### src/rtl/dpram_wr_arb.sv
// rtl/dpram_wr_arb.sv - two-requester round-robin write arbiter for a frame RAM port A,
// with a full zero-fill clear sequence that takes priority over pending requests.
module dpram_wr_arb #(
  parameter int AW = 11,
  parameter int DW = 8
) (
  input  logic          clk,
  input  logic          reset,
  input  logic          r0_req,
  input  logic [AW-1:0] r0_addr,
  input  logic [DW-1:0] r0_data,
  output logic          r0_ack,
  input  logic          r1_req,
  input  logic [AW-1:0] r1_addr,
  input  logic [DW-1:0] r1_data,
  output logic          r1_ack,
  input  logic          clr_start,
  output logic          clr_busy,
  output logic          wea,
  output logic [AW-1:0] addra,
  output logic [DW-1:0] dia
);

  typedef enum logic [1:0] {IDLE, WR, CLR} state_t;

  state_t        state_q;
  logic          pend_q;
  logic          last_q;
  logic [AW-1:0] cnt_q;
  logic          wea_q;
  logic [AW-1:0] addra_q;
  logic [DW-1:0] dia_q;
  logic          r0_ack_q;
  logic          r1_ack_q;
  logic          clr_busy_q;

  logic          any_req_d;
  logic          grant1_d;

  // On a tie the requester that did not win last time gets the slot.
  always_comb begin
    any_req_d = r0_req | r1_req;
    grant1_d  = r1_req & (~r0_req | ~last_q);
  end

  always_ff @(posedge clk) begin
    if (reset) begin
      state_q    <= IDLE;
      pend_q     <= 1'b0;
      last_q     <= 1'b1;
      cnt_q      <= '0;
      wea_q      <= 1'b0;
      addra_q    <= '0;
      dia_q      <= '0;
      r0_ack_q   <= 1'b0;
      r1_ack_q   <= 1'b0;
      clr_busy_q <= 1'b0;
    end else begin
      wea_q    <= 1'b0;
      r0_ack_q <= 1'b0;
      r1_ack_q <= 1'b0;
      if (clr_start && state_q != CLR) begin
        pend_q     <= 1'b1;
        clr_busy_q <= 1'b1;
      end
      case (state_q)
        IDLE: begin
          if (pend_q) begin
            state_q    <= CLR;
            pend_q     <= clr_start;
            cnt_q      <= '0;
            wea_q      <= 1'b1;
            addra_q    <= '0;
            dia_q      <= '0;
            clr_busy_q <= 1'b1;
          end else if (any_req_d) begin
            state_q  <= WR;
            last_q   <= grant1_d;
            wea_q    <= 1'b1;
            addra_q  <= grant1_d ? r1_addr : r0_addr;
            dia_q    <= grant1_d ? r1_data : r0_data;
            r0_ack_q <= ~grant1_d;
            r1_ack_q <= grant1_d;
          end
        end
        WR: begin
          // Forced turnaround so a requester sees its ack before being sampled again.
          state_q <= IDLE;
        end
        CLR: begin
          if (cnt_q == {AW{1'b1}}) begin
            state_q    <= IDLE;
            clr_busy_q <= pend_q;
          end else begin
            cnt_q   <= cnt_q + 1'b1;
            wea_q   <= 1'b1;
            addra_q <= cnt_q + 1'b1;
            dia_q   <= '0;
          end
        end
        default: state_q <= IDLE;
      endcase
    end
  end

  assign wea      = wea_q;
  assign addra    = addra_q;
  assign dia      = dia_q;
  assign r0_ack   = r0_ack_q;
  assign r1_ack   = r1_ack_q;
  assign clr_busy = clr_busy_q;

endmodule

### config.mk
export PLATFORM = sky130hd
export DESIGN_NAME = dpram_wr_arb
export DESIGN_NICKNAME = d
export VERILOG_FILES = /design/src/rtl/dpram_wr_arb.sv
export SDC_FILE = /design/constraint.sdc
export NUM_CORES = 1
export LEC_CHECK = 0
export CORE_MARGIN = 4
export CORE_UTILIZATION = 40
export CTS_CLUSTER_DIAMETER = 120
export DETAILED_ROUTE_END_ITERATION = 10
export PLACE_DENSITY = 0.7
export SETUP_SLACK_MARGIN = 0.5
export SLEW_MARGIN = 25
export SYNTH_ARGS = -nofsm -noshare
export SYNTH_HDL_FRONTEND = slang
export SYNTH_SLANG_ARGS = --single-unit
### constraint.sdc
create_clock -name clk -period 2 [get_ports clk]
set_clock_uncertainty 0.15 [all_clocks]
set_input_delay 0.3 -clock clk [delete_from_list [all_inputs] [get_ports clk]]
set_output_delay 0.3 -clock clk [all_outputs]
set_load 0.05 [all_outputs]
==> metrics, run 1 <==
drc violations=0; setup repair after global routing missed its margin=yes; leakage component of the power=1.48 nW; global routing usage summed across all routing layers=0.232; clock-pin slew reported for the worst setup and hold paths after clock tree synthesis=80 ps; Worst-Margin Slew=467 ps; antenna viol nets, final=0; HPWL after detailed placement=4900 um; biggest fanout along the worst timing path=4; max-slew violations=0; share of flip-flops with an asynchronous set or reset=0; class of the tightest hold or removal check=register to register; power density relative to cell area=693 nW/um^2; die area=6490 um^2; overall die height=80.5 um; overall routed net length=8370 um; commonest non-fill, non-tap cell in the layout=sky130_fd_sc_hd__clkdlybuf4s50_1; P&R area growth vs syn=81.5%; kind of start point of the critical path=register; number of clock buffers inserted by TritonCTS=5; proportion of netlist area held by the largest area contributor=0.361; total number of placement rows=26; number of max-cap violations=0; total via count after detailed routing=2422; run status=finished, final reports clean; number of top-level pins=66; pin count of the biggest net entering global routing=19; antenna violations before repair=0; wire length of the first global-routing pass=11600 um; fraction of layout instances using a drive strength above 1=0.504; overall power=2.65 mW; top area cells in the synthesized netlist=sky130_fd_sc_hd__dfxtp_1 (36%), sky130_fd_sc_hd__mux2_2 (9.6%), sky130_fd_sc_hd__mux2i_1 (5.2%); number of register bits inferred by synthesis=38; top library cells by usage in the layout, fill and taps aside=sky130_fd_sc_hd__clkdlybuf4s50_1 (40), sky130_fd_sc_hd__buf_4 (37), sky130_fd_sc_hd__dfxtp_1 (24); Syn Nets=285; CP Data Arrival Time=1820 ps; number of sinks driven by the clock tree=38; number of buffers on the longest clock path=2; post-placement worst setup slack=-311 ps; WP data required=2060 ps; chip width=80.5 um; dpl cell area=3030 um^2; first-pass iteration count of the detailed router=4; Core Footprint=5110 um^2; Final Critical Period=1760 ps; setup slack of the most critical reg-to-reg path=240 ps; average wire per cell in the routed design=20.0 um; Net count, final=392; total inserted antenna cells=0; Initial Util=0.412; Avg Vias per Cell=5.78; hold slack=308 ps; Post-Synthesis Mean Instance Area=8.73 um^2; total count of hold-check failures in the final report=0; Worst-Skew Late Latency=300 ps; Peak Freq=569 MHz; warning count from the yosys run=0; number of buffers added on ports=65; sequential element share of the synthesized area=0.361; final setup vio count=0; worst supply voltage drop on vdd=0.583 mV; type of the worst setup path=register to register; share of the core filled with cells=0.748; Synth cell types=46; H-tree levels=2; final worst path period share=0.879; total negative slack for setup checks=0 ps; vias in the first global route=2455; Worst setup EP type=register; Max-slew headroom=0.688; cell area after layout=3820 um^2; number of enable-type register cells in the synthesized netlist=0; most area-hungry cell type in the Yosys netlist=sky130_fd_sc_hd__dfxtp_1; DRC violation total after the first TritonRoute iteration=199; number of standard cells in the layout, taps in and fillers out=419; CTS tree=done; predominant post-synthesis flop cell=sky130_fd_sc_hd__dfxtp_1; total congestion overflow=0; dpl cells=384; library cell used as clock root buffer=sky130_fd_sc_hd__clkbuf_8; synthesized cell area=2100 um^2; Setup WS post-layout=242 ps; Gate Count Post-Synth=241; routability congestion estimate from global placement=0.864
==> final timing paths <==
path,end,cells past startpoint,startpoint
hold / removal,dia[5]$_SDFFE_PP0P_,2,dia[5]$_SDFFE_PP0P_
setup reg to reg,addra[9]$_SDFFE_PP0P_,5,cnt_q[1]$_SDFFE_PP0P_
setup / recovery,addra[9]$_SDFFE_PP0P_,5,cnt_q[1]$_SDFFE_PP0P_
hold reg to reg,dia[5]$_SDFFE_PP0P_,2,dia[5]$_SDFFE_PP0P_
==> synth_stat cells, types with 2 or more instances <==
cell type / count
sky130_fd_sc_hd__dfxtp_1: 38
sky130_fd_sc_hd__nand2_1: 22
sky130_fd_sc_hd__nor2_1: 20
sky130_fd_sc_hd__mux2_2: 18
sky130_fd_sc_hd__a21oi_1: 11
sky130_fd_sc_hd__mux2i_1: 11
sky130_fd_sc_hd__a221oi_1: 9
sky130_fd_sc_hd__nand3_1: 9
sky130_fd_sc_hd__clkbuf_1: 8
sky130_fd_sc_hd__o21ai_0: 8
sky130_fd_sc_hd__buf_2: 7
sky130_fd_sc_hd__nor4_1: 7
sky130_fd_sc_hd__nor3_1: 5
sky130_fd_sc_hd__a211oi_1: 4
sky130_fd_sc_hd__a22oi_1: 4
sky130_fd_sc_hd__inv_1: 4
sky130_fd_sc_hd__nand2b_1: 4
sky130_fd_sc_hd__nand4_1: 4
sky130_fd_sc_hd__o211ai_1: 4
sky130_fd_sc_hd__or2_2: 4
sky130_fd_sc_hd__and4_1: 3
sky130_fd_sc_hd__o211a_1: 3
sky130_fd_sc_hd__o31ai_1: 3
sky130_fd_sc_hd__a31oi_1: 2
sky130_fd_sc_hd__and3_1: 2
sky130_fd_sc_hd__buf_4: 2
sky130_fd_sc_hd__nand4_2: 2
sky130_fd_sc_hd__nor2b_1: 2
sky130_fd_sc_hd__o221a_2: 2
sky130_fd_sc_hd__or4_1: 2
sky130_fd_sc_hd__xnor2_1: 2
==> state kept, by name, summed over array words and instances (netlist names) <==
register  count
addra        11
cnt_q        11
dia           8
state_q       2
clr_busy      1
last_q        1
pend_q        1
r0_ack        1
r1_ack        1
wea           1
==> worst max-delay path: stages (launching register included) <==
cell,delay (ps)
sky130_fd_sc_hd__dfxtp_2,360
sky130_fd_sc_hd__buf_4,160
sky130_fd_sc_hd__nand2_2,110
sky130_fd_sc_hd__or4_4,420
sky130_fd_sc_hd__a21o_1,230
sky130_fd_sc_hd__a311oi_2,250
==> repair_timing <==
item | 4_1_cts | 5_1_grt
pin swaps | 16 | 25
resized for setup | 113 | 58
setup buffers | 17 | 9
setup endpoints to repair | 57 | 41
cloned | 1 | 0
hold buffers | 0 | 0
==> area by class of cell <==
| class | instances | area, um^2 |
|---|---|---|
| multi-input combinational | 182 | 1620 |
| fill | 351 | 1290 |
| timing repair buffer | 117 | 1150 |
| sequential | 38 | 801 |
| tap | 70 | 87.6 |
| clock buffer | 6 | 82.6 |
| clock inverter | 2 | 60.1 |
| inverter | 4 | 17.5 |
==> routing by layer <==
layer / vias up / GRT usage / share of wire
li1: 1118 / - / -
met1: 1190 / 0.284 / 0.39
met2: 93 / 0.385 / 0.52
met3: 21 / 0.0471 / 0.061
met4: 0 / 0.117 / 0.027
met5: - / 0 / 0
==> cell families after synthesis <==
| logic type | count (synthesis) | synth area share |
|---|---|---|
| AND/OR/NAND/NOR | 90 | 0.221 |
| AO/OA/AOI/OAI | 58 | 0.203 |
| multiplexers | 29 | 0.149 |
| XOR/XNOR | 3 | 0.0125 |
| flip-flops | 38 | 0.361 |
| buffers and inverters | 22 | 0.0470 |
| adder cells (fa/ha/maj) | 1 | 0.00594 |
==> power breakdown <==
group	internal, mW	total (mW)	switching, mW
combinational	0.419	0.956	0.537
sequential	0.821	0.872	0.0509
clock	0.532	0.821	0.288
No activity file was read; power rests on OpenSTA's default activity.
==> run 2: changes to the inputs <==
--- a/config.mk
+++ b/config.mk
@@ -5,10 +5,12 @@
 export SDC_FILE = /design/constraint.sdc
 export NUM_CORES = 1
 export LEC_CHECK = 0
+export ABC_CLOCK_PERIOD_IN_PS = 2000
 export CORE_MARGIN = 4
 export CORE_UTILIZATION = 40
 export CTS_CLUSTER_DIAMETER = 120
 export DETAILED_ROUTE_END_ITERATION = 10
+export GPL_TIMING_DRIVEN = 0
 export PLACE_DENSITY = 0.7
 export SETUP_SLACK_MARGIN = 0.5
 export SLEW_MARGIN = 25
==> metrics, run 2 (same netlist as run 1, synthesis figures left out) <==
kind of start point of the critical path=register; antenna viol nets, final=0; dpl cell area=2940 um^2; antenna violations before repair=0; die area=6490 um^2; internal power contribution=1.53 mW; run status=finished, final reports clean; wire length of the first global-routing pass=11700 um; setup repair after global routing missed its margin=yes; number of instances on the worst hold path=2; Worst setup EP type=register; part of the power in registers=0.360; commonest non-fill, non-tap cell in the layout=sky130_fd_sc_hd__clkdlybuf4s50_1; part of the total power dissipated in combinational logic=0.405; worst flop-to-flop path endpoint=addra[9]$_SDFFE_PP0P_; total negative slack for setup checks=0 ps; leakage component of the power=1.48 nW; crit path max-delay cell type=sky130_fd_sc_hd__dfxtp_2; hold slack=317 ps; number of sinks driven by the clock tree=38; worst supply voltage drop on vdd=0.486 mV; Peak Freq=567 MHz; number of top-level pins=66; beginning of the worst hold path=dia[2]$_SDFFE_PP0P_; average wire per cell in the routed design=18.8 um; slowest cell delay on critical path=320 ps; number of max-cap violations=0; cell occurring most often along the worst timing path=sky130_fd_sc_hd__buf_6; cell area after layout=3690 um^2; dpl cells=375; total inserted antenna cells=0; max-slew violations=0; Worst-Margin Slew=717 ps; Net count, final=389; startpoint of the most critical register-to-register path=cnt_q[2]$_SDFFE_PP0P_; first-pass iteration count of the detailed router=5; Switch Pwr=0.890 mW; chip width=80.5 um; Max-slew headroom=0.522; total via count after detailed routing=2397; global routing usage summed across all routing layers=0.238; total congestion overflow=0; overall routed net length=7820 um; vias in the first global route=2347; Core Footprint=5110 um^2; class of the tightest hold or removal check=register to register; HPWL after detailed placement=4770 um; setup slack of the most critical reg-to-reg path=240 ps; Worst-Skew Late Latency=300 ps; WP data required=2010 ps; number of buffers added on ports=64; Avg Vias per Cell=5.76; Worst Hold Endpoint=dia[2]$_SDFFE_PP0P_; relative contribution of the clock network to total power=0.235; H-tree levels=2; overall die height=80.5 um; P&R area growth vs syn=75.3%; DRC violation total after the first TritonRoute iteration=296; routability congestion estimate from global placement=0.909; clock-pin slew reported for the worst setup and hold paths after clock tree synthesis=80 ps; drc violations=0; final worst path period share=0.882; fraction of layout instances using a drive strength above 1=0.462; Initial Util=0.412; cells traversed along the worst timing path=buf_6 -> and4_1 -> buf_6 -> and4_1 -> buf_6 -> o21ai_4 -> clkbuf_16 -> a311oi_2; type of the worst setup path=register to register; CP Data Arrival Time=1770 ps; number of clock buffers inserted by TritonCTS=5; depth of the worst register-to-register path=8; pin count of the biggest net entering global routing=13; total count of hold-check failures in the final report=0; Final Critical Period=1760 ps; number of standard cells in the layout, taps in and fillers out=416; total number of placement rows=26; number of buffers on the longest clock path=2; top library cells by usage in the layout, fill and taps aside=sky130_fd_sc_hd__clkdlybuf4s50_1 (39), sky130_fd_sc_hd__dfxtp_1 (25), sky130_fd_sc_hd__buf_4 (24); biggest fanout along the worst timing path=4; switch share=0.367; CTS tree=done; overall power=2.42 mW; final setup vio count=0; power density relative to cell area=657 nW/um^2; library cell used as clock root buffer=sky130_fd_sc_hd__clkbuf_8
run 2: power by group through the flow:
stage,Combinational [mW],Sequential (mW),Clock (mW)
finish,0.980,0.873,0.570
global route,1.03,0.880,0.606
CTS,0.922,0.874,0.571
detailed placement,0.787,0.891,0
global placement,0.779,0.890,0
floorplan,0.293,1.10,0
run 2: final cells by class:
type / count / area, um^2
sequential: 38 / 792
tap: 70 / 87.6
timing repair buffer: 97 / 938
buffer: 18 / 181
fill: 371 / 1420
inverter: 4 / 15.0
clock inverter: 2 / 12.5
clock buffer: 6 / 82.6
multi-input combinational: 181 / 1580
run 2: worst max-delay path: cells and delay by family (launching register included):
| kind | cells | cell delay (ps) |
|---|---|---|
| buf+inv | 4 | 560 |
| simple gates | 2 | 330 |
| flops | 1 | 320 |
| compound gates | 2 | 270 |
run 2: routing by layer:
layer | global-route usage | routed length [um]
met5 | 0 | 0
met4 | 0.0980 | 281
met3 | 0.0628 | 529
met2 | 0.399 | 3850
met1 | 0.287 | 3160
run 2: metrics by stage:
step / worst slack [ps] / util
after floorplan: 404 / -
after global placement: -241 / 0.575
after detailed placement: -282 / 0.575
after CTS: 267 / 0.701
after global routing: 172 / 0.722
final: 237 / 0.722
run 2: timing repair:
item | 4_1_cts | 5_1_grt
resized for setup | 131 | 68
pin swaps | 16 | 14
hold endpoints to repair | 0 | 0
setup endpoints to repair | 60 | 54
setup buffers | 24 | 5
hold buffers | 0 | 0
gates cloned | 3 | 1
run 2: worst max-delay path by stage:
stage	slack [ps]	end	cells after the start	from
2_1_floorplan	400	addra[8]$_SDFFE_PP0P_	6	cnt_q[1]$_SDFFE_PP0P_
3_3_place_gp	-240	addra[5]$_SDFFE_PP0P_	5	r1_req
3_5_place_dp	-280	addra[5]$_SDFFE_PP0P_	5	r1_req
4_1_cts	270	addra[5]$_SDFFE_PP0P_	8	cnt_q[2]$_SDFFE_PP0P_
5_1_grt	170	addra[9]$_SDFFE_PP0P_	8	cnt_q[2]$_SDFFE_PP0P_
6_report	240	addra[9]$_SDFFE_PP0P_	8	cnt_q[2]$_SDFFE_PP0P_
==> run 3: changes to the inputs <==
--- a/config.mk
+++ b/config.mk
@@ -11,7 +11,7 @@
 export CTS_CLUSTER_DIAMETER = 120
 export DETAILED_ROUTE_END_ITERATION = 10
 export GPL_TIMING_DRIVEN = 0
-export PLACE_DENSITY = 0.7
+export PLACE_DENSITY = 0.76
 export SETUP_SLACK_MARGIN = 0.5
 export SLEW_MARGIN = 25
 export SYNTH_ARGS = -nofsm -noshare
==> metrics, run 3 (same netlist as run 1, synthesis figures left out) <==
Net count, final=397; hold slack=318 ps; Avg Vias per Cell=6.31; DRC violation total after the first TritonRoute iteration=439; total count of hold-check failures in the final report=0; number of buffers added on ports=64; detailed route wirelength on metal3=809 um; P&R area growth vs syn=86.1%; number of max-cap violations=0; dpl cell area=2940 um^2; cell area after layout=3920 um^2; run status=finished, final reports clean; first-pass iteration count of the detailed router=5; Initial Util=0.412; FF/Latch Area=796 um^2; kind of start point of the critical path=register; class of the tightest hold or removal check=register to register; wire length of the first global-routing pass=12600 um; drc violations=0; H-tree levels=2; vias in the first global route=2516; multi-input logic area=1670 um^2; total inserted antenna cells=0; average wire per cell in the routed design=22.6 um; pin count of the biggest net entering global routing=13; Filler cells=311; setup repair after global routing missed its margin=yes; Peak Freq=551 MHz; die area=6490 um^2; total via count after detailed routing=2676; CP Data Arrival Time=1870 ps; max-slew violations=0; number of buffers inserted for hold repair after clock tree synthesis=0; worst supply voltage drop on vdd=0.707 mV; leakage component of the power=1.52 nW; HPWL after detailed placement=4630 um; Worst-Margin Slew=787 ps; highest routed metal layer=met4; top library cells by usage in the layout, fill and taps aside=sky130_fd_sc_hd__clkdlybuf4s50_1 (39), sky130_fd_sc_hd__buf_4 (29), sky130_fd_sc_hd__dfxtp_1 (26); Worst setup EP type=register; CTS tree=done; commonest non-fill, non-tap cell in the layout=sky130_fd_sc_hd__clkdlybuf4s50_1; routability congestion estimate from global placement=0.933; antenna viol nets, final=0; overall routed net length=9590 um; library cell used as clock root buffer=sky130_fd_sc_hd__clkbuf_8; Final Critical Period=1810 ps; number of top-level pins=66; total negative slack for setup checks=0 ps; number of buffers on the longest clock path=2; number of clock buffers inserted by TritonCTS=5; sum of routed wire segments on met1=3650 um; post-placement worst setup slack=-180 ps; Met2 Routed Length=4740 um; antenna violations before repair=0; overall die height=80.5 um; total congestion overflow=0; final setup vio count=0; WP data required=2050 ps; final worst path period share=0.907; type of the worst setup path=register to register; global routing usage summed across all routing layers=0.253; Core Footprint=5110 um^2; power density relative to cell area=699 nW/um^2; Max-slew headroom=0.475; number of sinks driven by the clock tree=38; Setup WS post-layout=185 ps; clock-pin slew reported for the worst setup and hold paths after clock tree synthesis=80 ps; fraction of layout instances using a drive strength above 1=0.503; share of the core filled with cells=0.767; total number of placement rows=26; biggest fanout along the worst timing path=6; Worst-Skew Late Latency=310 ps; chip width=80.5 um
-- run 3: cell count changes in the layout (fill, tap and decap cells not counted), sizes merged --
cell,before,now
buf,57,56
bufinv,0,2
clkdlybuf4s15,6,17
clkdlybuf4s18,4,0
clkinv,1,0
clkinvlp,1,0
nand2,22,23
o21ai,9,10
-- run 3: area by class of cell --
| type | count | area share |
|---|---|---|
| multi-input combinational | 183 | 0.427 |
| timing repair buffer | 103 | 0.257 |
| sequential | 38 | 0.203 |
| buffer | 18 | 0.0505 |
| tap | 70 | 0.0224 |
| clock buffer | 6 | 0.0211 |
| clock inverter | 2 | 0.0153 |
| inverter | 4 | 0.00383 |
-- run 3: timing repair --
item / 4_1_cts / 5_1_grt
endpoints found under the setup margin: 59 / 40
resized for setup: 151 / 59
gates cloned: 6 / 1
pin swaps: 18 / 18
buffers inserted: 16 / 18
-- run 3: critical path: stages, from the launching register on --
cell	delay [ps]
sky130_fd_sc_hd__dfxtp_1	490
sky130_fd_sc_hd__and3_2	280
sky130_fd_sc_hd__and4_4	250
sky130_fd_sc_hd__buf_8	140
sky130_fd_sc_hd__buf_12	100
sky130_fd_sc_hd__nor2_4	30
sky130_fd_sc_hd__o221a_2	250
-- run 3: per-layer routing --
layer,global-route usage,vias up
li1,-,1132
met1,0.309,1325
met2,0.421,174
met3,0.0549,45
met4,0.113,0
met5,0,-
-- run 3: final timing paths --
path                          from                     to  slack, ps  depth (start not counted)
min reg2reg    dia[5]$_SDFFE_PP0P_    dia[5]$_SDFFE_PP0P_        320                          2
max          cnt_q[9]$_SDFFE_PP0P_  addra[6]$_SDFFE_PP0P_        190                          6
max reg2reg  cnt_q[9]$_SDFFE_PP0P_  addra[6]$_SDFFE_PP0P_        190                          6
min            dia[5]$_SDFFE_PP0P_    dia[5]$_SDFFE_PP0P_        320                          2
-- run 3: stage by stage --
stage / std cells / total power, mW
after global placement: 375 / 1.67
after floorplan: 241 / 1.39
after global routing: 424 / 2.80
final: 424 / 2.74
after detailed placement: 375 / 1.68
after CTS: 405 / 2.62
-- run 3: power breakdown --
part	total, mW	switching, mW	leakage, nW	internal (mW)
Clock	0.852	0.319	0.0714	0.533
Sequential	0.878	0.0559	0.319	0.822
Combinational	1.01	0.589	1.13	0.421
Total	2.74	0.964	1.52	1.78
